[config.mk]
export PLATFORM = sky130hd
export DESIGN_NAME = proc_sequencer
export DESIGN_NICKNAME = d
export VERILOG_FILES = /design/src/rtl/proc_sequencer.sv
export SDC_FILE = /design/constraint.sdc
export NUM_CORES = 1
export LEC_CHECK = 0
export CAP_MARGIN = 30
export CORE_MARGIN = 3
export CORE_UTILIZATION = 43
export DETAILED_ROUTE_END_ITERATION = 6
export GPL_TIMING_DRIVEN = 0
export PLACE_DENSITY = 0.85
export SLEW_MARGIN = 5
export SYNTH_ARGS = -nofsm -noshare
export SYNTH_HDL_FRONTEND = slang
export SYNTH_SLANG_ARGS = --single-unit
[constraint.sdc]
create_clock -name clk -period 2.4 [get_ports clk]
set_input_delay 0.48 -clock clk [delete_from_list [all_inputs] [get_ports clk]]
set_output_delay 0.48 -clock clk [all_outputs]
set_load 0.05 [all_outputs]
[src/rtl/proc_sequencer.sv]
// proc_sequencer: multi-cycle control sequencer for the better_processor
// datapath. Latches an instruction word on a run request and steps
// IDLE -> T1 [-> T2 -> T3], driving the register-file, A/G and bus controls.
//
// Ports
//   clk          system clock, rising edge
//   reset        asynchronous active-low reset
//   run          start request (sampled in IDLE and in completion steps)
//   din          instruction word / mvi immediate
//   ir_q         latched instruction register
//   en_reg       one-hot register-file write enable (index Rx)
//   en_a, en_g   A and G register load enables
//   add_sub      ALU select, 0 add / 1 subtract
//   bus_sel      bus source: 0-7 Rn, 8 G, 9 din
//   done         pulse in an instruction's final step
//   busy         high whenever not IDLE
//   instr_count  retired-instruction counter (wraps)
module proc_sequencer #(
   parameter int DW   = 16,
   parameter int CNTW = 16
) (
   input  logic            clk,
   input  logic            reset,
   input  logic            run,
   input  logic [DW-1:0]   din,
   output logic [DW-1:0]   ir_q,
   output logic [7:0]      en_reg,
   output logic            en_a,
   output logic            en_g,
   output logic            add_sub,
   output logic [3:0]      bus_sel,
   output logic            done,
   output logic            busy,
   output logic [CNTW-1:0] instr_count
);

   typedef enum logic [1:0] {S_IDLE, S_T1, S_T2, S_T3} state_t;

   localparam logic [2:0] OP_MV  = 3'b000;
   localparam logic [2:0] OP_MVI = 3'b001;
   localparam logic [2:0] OP_ADD = 3'b010;
   localparam logic [2:0] OP_SUB = 3'b011;

   state_t          state_q, state_d;
   logic [DW-1:0]   ir_d;
   logic [CNTW-1:0] cnt_q, cnt_d;
   logic            load;

   logic [2:0] rx, ry, op;
   assign rx = ir_q[15:13];
   assign ry = ir_q[12:10];
   assign op = ir_q[9:7];

   always_ff @(posedge clk or negedge reset) begin
      if (!reset) begin
         state_q <= S_IDLE;
         ir_q    <= '0;
         cnt_q   <= '0;
      end else begin
         state_q <= state_d;
         ir_q    <= ir_d;
         cnt_q   <= cnt_d;
      end
   end

   always_comb begin
      state_d = state_q;
      load    = 1'b0;
      en_reg  = 8'h00;
      en_a    = 1'b0;
      en_g    = 1'b0;
      add_sub = 1'b0;
      bus_sel = 4'd0;
      done    = 1'b0;
      unique case (state_q)
         S_IDLE: begin
            if (run) begin
               load    = 1'b1;
               state_d = S_T1;
            end
         end
         S_T1: begin
            unique case (op)
               OP_MV: begin
                  bus_sel    = {1'b0, ry};
                  en_reg[rx] = 1'b1;
                  done       = 1'b1;
               end
               OP_MVI: begin
                  bus_sel    = 4'd9;
                  en_reg[rx] = 1'b1;
                  done       = 1'b1;
               end
               OP_ADD, OP_SUB: begin
                  bus_sel = {1'b0, rx};
                  en_a    = 1'b1;
                  state_d = S_T2;
               end
               default: done = 1'b1;   // NOP retires with no enables
            endcase
         end
         S_T2: begin
            bus_sel = {1'b0, ry};
            en_g    = 1'b1;
            add_sub = op[0];
            state_d = S_T3;
         end
         S_T3: begin
            bus_sel    = 4'd8;
            en_reg[rx] = 1'b1;
            done       = 1'b1;
         end
         default: state_d = S_IDLE;
      endcase

      // Completion step: retire, and chain straight into the next
      // instruction if run is still asserted.
      if (done) begin
         load    = run;
         state_d = run ? S_T1 : S_IDLE;
      end
   end

   assign ir_d        = load ? din : ir_q;
   assign cnt_d       = done ? cnt_q + 1'b1 : cnt_q;
   assign busy        = (state_q != S_IDLE);
   assign instr_count = cnt_q;

endmodule

=== Word-level counts from Yosys, hierarchy flattened ===
Index checks and enable logic that the tools add are counted.

* Register bits: 34
* Output and inout bits: 49
* Word-level logic and storage cells: 42

* Add/sub/neg operators: 1
* Order comparisons: 2
* Equality and inequality tests: 8
* Mux-type cells: 20
* Reduce and logical (&&, ||, !) cells: 8

{| class="wikitable"
|+ Operator list
! cell !! number
|-
| one-hot mux 4 bit (3 select lines) || 2
|-
| adder 16 x 1 -> 16 bit (second input constant) || 1
|-
| one-hot mux 8 bit (2 select lines) || 1
|-
| 2-to-1 mux 1 bit || 10
|-
| 2-to-1 mux 8 bit || 1
|-
| equality test 3 x 2 -> 1 bit (second input constant) || 2
|-
| 2-to-1 mux 2 bit || 3
|-
| != test 3 bit (second input constant) || 2
|-
| one-hot mux 2 bit (3 select lines) || 1
|-
| equality test 2 bit (second input constant) || 2
|-
| < comparator 3 x 4 -> 1 bit (second input constant) || 1
|-
| nonzero test 4 bit || 1
|-
| OR reduction 2 bit || 2
|-
| demux 1 bit (select 3 bit) || 1
|-
| equality test 3 x 1 -> 1 bit (second input constant) || 1
|-
| >= comparator 3 x 1 -> 1 bit (second input constant) || 1
|-
| zero test 3 bit || 1
|-
| AND reduction 3 bit || 1
|-
| equality test 2 x 1 -> 1 bit (second input constant) || 1
|-
| zero test 2 bit || 1
|-
| one-hot mux 1 bit (2 select lines) || 1
|-
| nonzero test 2 bit || 1
|-
| logical AND 1 bit || 1
|}

=== Depth between registers and ports, before layout ===
* Depth after elaboration: 6
* Gate-level depth with buffers: 7
* Gate-level depth less buffers: 6

=== Worst setup path before layout ===
No wires, ideal clock.

* Kind: reg-to-output
* Start: reg state_q[1]
* End: out en_reg[2]
* Data arrival time: 2349 ps
* Slack: -429 ps
* Stages on the path, launching flop included: 6
* Path buffers: 0
* Path through: dfrtp_1 > inv_1 > ha_1 > nor3b_1 > o21ai_0 > nor3_1

* Word-level cells in the longest chain between the ends: 2
* Elaborated cells on any way between the ends: 3
* Classes of those cells: eq/ne (2); mux (1)

{| class="wikitable"
|+ Ends and longest elaborated chain
! item !! RTL line !! RTL
|-
| start, declared || 44 || <nowiki>state_t state_q, state_d;</nowiki>
|-
| start signal, assigned || 60 || <nowiki>state_q <= state_d;</nowiki>
|-
| equality test 2 bit or equality test 2 x 1 -> 1 bit (tied branches) || 75 || <nowiki>unique case (state_q)</nowiki>
|-
| one-hot mux 8 bit (2 select lines) (*) || 75 ||
|-
| end, declared || 27 || <nowiki>output logic [7:0] en_reg,</nowiki>
|}

Every way passes the cells marked *; elsewhere a longest branch is shown, timed or not.

=== Worst setup path after layout ===
* Start: reg state_q[1]
* End: out en_reg[0]

The elaborated chain is that of the path after synthesis.

==> results summary <==
The internal power component is 2.053 mW. The final-report max-slew violation count is 0. The number of hold violations in the final report is 0.

The cell count after placement is 258. Setup repair after global routing could not meet its margin everywhere. The core outline area came out at 3744 µm². After detailed routing, the number of remaining DRC violations is 0. The repair_antennas step left the layout with diodes totalling 0. Clock tree synthesis found a total of 34 sinks. The worst setup path is captured at an output pin.

The tool flagged a number of max-cap violations equal to 0. STA classifies the critical path startpoint as a register. The data arrival time of the critical path is 1.80 ns. After synthesis, the mean cell area works out to 11.93 µm². The routed length per instance is 14.36 µm. The number of buffers added by the clock tree synthesis step came out at 5.

The clock network power share is 12.5%. Of all cell types, the one taking the most synthesized area is sky130_fd_sc_hd__dfrtp_1. The die outline height is 68.98 µm. In this run the clock root is driven by a sky130_fd_sc_hd__clkbuf_8. The count of cells in the finished layout, fillers not included, comes to 268. The min-delay analysis places its worst path in the category primary input to async pin. The post-synthesis async set-or-reset flop share came out at 100.0%.

The transition time of the tightest slew-check pin is roughly 0.73 ns. The number of optimization iterations in the first detailed-route pass came out at 3. The leakage component of the power came out at 1.167 nW. The final RePlAce weighted congestion is 0.7110. The utilization after layout is around 68%. Global routing used roughly a fifth of the available tracks.

The count of yosys warnings during synthesis came out at 0. The endpoint of the worst register-to-register path is ir_q[3]$_DFFE_PN0P_. The count of standard-cell rows is 22. For this run, the leading register cell type out of synthesis is sky130_fd_sc_hd__dfrtp_1. Sorting the synthesized cells by area gives the leading types as sky130_fd_sc_hd__dfrtp_1 (50%), sky130_fd_sc_hd__mux2_4 (8.8%), sky130_fd_sc_hd__xnor2_1 (5.6%). The worst setup path is of the register to output pin kind. The overall via count from detail_route came out at ~1.4k. The depth of the worst register-to-register path is 6. By count the netlist is led by sky130_fd_sc_hd__dfrtp_1 (34), sky130_fd_sc_hd__nor2_1 (14), sky130_fd_sc_hd__xnor2_1 (11).

TritonCTS built the clock tree. The cell area after technology mapping is 1705 µm². The largest net degree at the start of global routing is 35.

Sequential cells burn 25.9% of the power. Yosys instantiated no cell more often than sky130_fd_sc_hd__dfrtp_1. The final setup TNS came out at 0 ns. The boundary pin count is 68.

The number of unique standard cell types used by synthesis came out at 31. The floorplan step defined a die boundary enclosing 4758 µm². The area fraction of the dominant cell type after synthesis is 49.89%. The ratio of final minimum period to clock period is a little over nine tenths. In this run the power spent charging and discharging nets is 1.986 mW. In this run, the combinational gates consume 61.6% of the power. Counting flops with a built-in enable in the synthesized netlist gives 0. The first element of the critical path is state_q[1]$_DFFE_PN0P_. The switching power as a share of total power is about half. The final setup violation count came out at 0.

Across all register-to-register paths, the minimum setup slack is roughly 0.36 ns. After synthesis the netlist holds a flip-flop and latch count of 34. The first global-routing pass estimated 6.465 mm of wire.

The total length of routed wires came out at 3.848 mm. The final period demand of the worst path came out at 2.275 ns. The peak fanout along the critical path is 6. After the first detailed-routing iteration, the DRC count stood at 53. The number of port buffers is 67. The data required time at the worst endpoint is ~1.9 ns. The growth of design area from synthesis to finish came out at 50.26%.

The initial core utilization came out at 45.55%. The timing-limited maximum frequency came out at 0.4395 GHz. The maximum vdd drop is 1253 µV.

The net total in the final layout came out at 245. The HPWL after detailed placement is 2.819 mm. In this run the power density over the cells is roughly 1600 nW/µm². The clock latency reported for the late side of the worst-skew pair is 0.28 ns.

The layout cell share with drive strength beyond 1 is 24.09%. The gate count after technology mapping came out at 143. The floorplan die width is 68.98 µm.

The number of buffers between clock root and the deepest sink came out at 2. The proportion of synthesized chip area in sequential cells is 49.89%. Once detail routing completed, the nets flagged for antenna violations numbered 0. The worst register-to-register path begins at state_q[0]$_DFFE_PN0P_.

The run finished with clean final reports. The number of antenna violations at the first check in global routing is 0. The total grt overflow came out at 0. Counting every net in the synthesized netlist gives 169. The worst setup skew after layout is 0.003005 ns. Using the TritonRoute via totals, the vias-per-cell ratio works out to 5.052. The H-tree was split into 2 levels. The number of global-route vias before repair came out at about 1.4k.

The relative slew slack came out at around half. The clock input transition at the sequential cells of the worst setup and hold paths came out at 0.06 ns.
## cell families (layout without fill, tap and decap cells)
family          Yosys count  after routing  synth area share [%]
compound gates           15             15                 6.310
xor+xnor                 15             15                 7.703
fa+ha+maj                 7              7                 5.135
buf+inv                   8             85                 3.155
flops                    34             34                 49.89
mux                      18             18                 14.01
simple gates             46             46                 13.79
## power by group through the flow
stage | registers [mW] | clock network (mW) | logic (mW)
after global placement | 1.03 | 0 | 2.46
after floorplan | 1.65 | 0 | 1.11
final | 1.05 | 0.503 | 2.49
after CTS | 1.05 | 0.520 | 2.49
after global routing | 1.09 | 0.549 | 2.63
after detailed placement | 1.04 | 0 | 2.49
## metrics by stage
step,power (mW),worst slack (ns),instance area [µm²],hold slack (ns)
5_1_grt,4.267,-0.01070,2562,0.3133
6_report,4.039,0.1247,2562,0.2559
2_1_floorplan,2.754,-0.07087,1720,0.1844
4_1_cts,4.052,0.02084,2545,0.2818
3_3_place_gp,3.491,-0.5380,2451,0.4599
3_5_place_dp,3.522,-0.5936,2446,0.4815
## critical path, cell delays in order, from the launching register on
cell and delay (ns):
sky130_fd_sc_hd__dfrtp_1 0.42, sky130_fd_sc_hd__inv_2 0.11, sky130_fd_sc_hd__ha_4 0.17, sky130_fd_sc_hd__nor3b_4 0.27
sky130_fd_sc_hd__o21bai_1 0.18, sky130_fd_sc_hd__nor3_2 0.14, sky130_fd_sc_hd__buf_4 0.22
## what timing repair did
item / 4_1_cts / 5_1_grt
gates resized for setup: 81 / 4
pin swaps: 0 / 0
buffers inserted: 0 / 2
setup endpoints to repair: 17 / 13
hold buffers: 0 / 0
## layout by cell type (no fill, tap or decap), types with 3 or more instances in the layout
cell / instances
sky130_fd_sc_hd__xnor2_1: 11
sky130_fd_sc_hd__a22oi_1: 3
sky130_fd_sc_hd__nor3_1: 3
sky130_fd_sc_hd__buf_4: 11
sky130_fd_sc_hd__mux2_2: 7
sky130_fd_sc_hd__inv_1: 4
sky130_fd_sc_hd__xor2_1: 4
sky130_fd_sc_hd__and3_1: 3
sky130_fd_sc_hd__clkdlybuf4s50_1: 49
sky130_fd_sc_hd__clkbuf_1: 3
sky130_fd_sc_hd__clkbuf_8: 5
sky130_fd_sc_hd__nand4_1: 5
sky130_fd_sc_hd__nor2_1: 12
sky130_fd_sc_hd__o21ai_0: 3
sky130_fd_sc_hd__dfrtp_1: 34
sky130_fd_sc_hd__nand3_1: 5
sky130_fd_sc_hd__nand2b_1: 3
sky130_fd_sc_hd__dlygate4sd2_1: 3
sky130_fd_sc_hd__mux2_4: 10
sky130_fd_sc_hd__ha_1: 6
sky130_fd_sc_hd__nand2_1: 5
## how the worst max path moves through the flow
stage	to	slack (ns)	cells after the start
after floorplan	en_reg[3]	-0.07	5
after global placement	en_reg[2]	-0.54	6
after detailed placement	en_reg[2]	-0.59	6
after CTS	done	0.02	4
after global routing	bus_sel[1]	-0.01	7
final	en_reg[0]	0.12	6
## layer usage
metal / part of all wire, % / track usage [%] / wire length (µm)
met3: 10 / 10.21 / 401
met1: 41 / 21.59 / 1578
met4: 1.7 / 9.002 / 67
met2: 47 / 29.17 / 1801
met5: 0 / 0 / 0
## state kept, by name, summed over array words and instances, names as in the netlist
signal,cells
instr_count,16
state_q,2
ir_q,16
## area by class of cell
type	instances	area, µm²
Fill cell	290	1181
Multi-Input combinational cell	101	843.3
Timing Repair Buffer	69	648.1
Clock inverter	1	30.03
Clock buffer	7	76.32
Tap cell	48	60.06
Inverter	5	18.77
Sequential cell	34	850.8
Buffer	3	35.03
No activity file was read; power rests on OpenSTA's default activity.
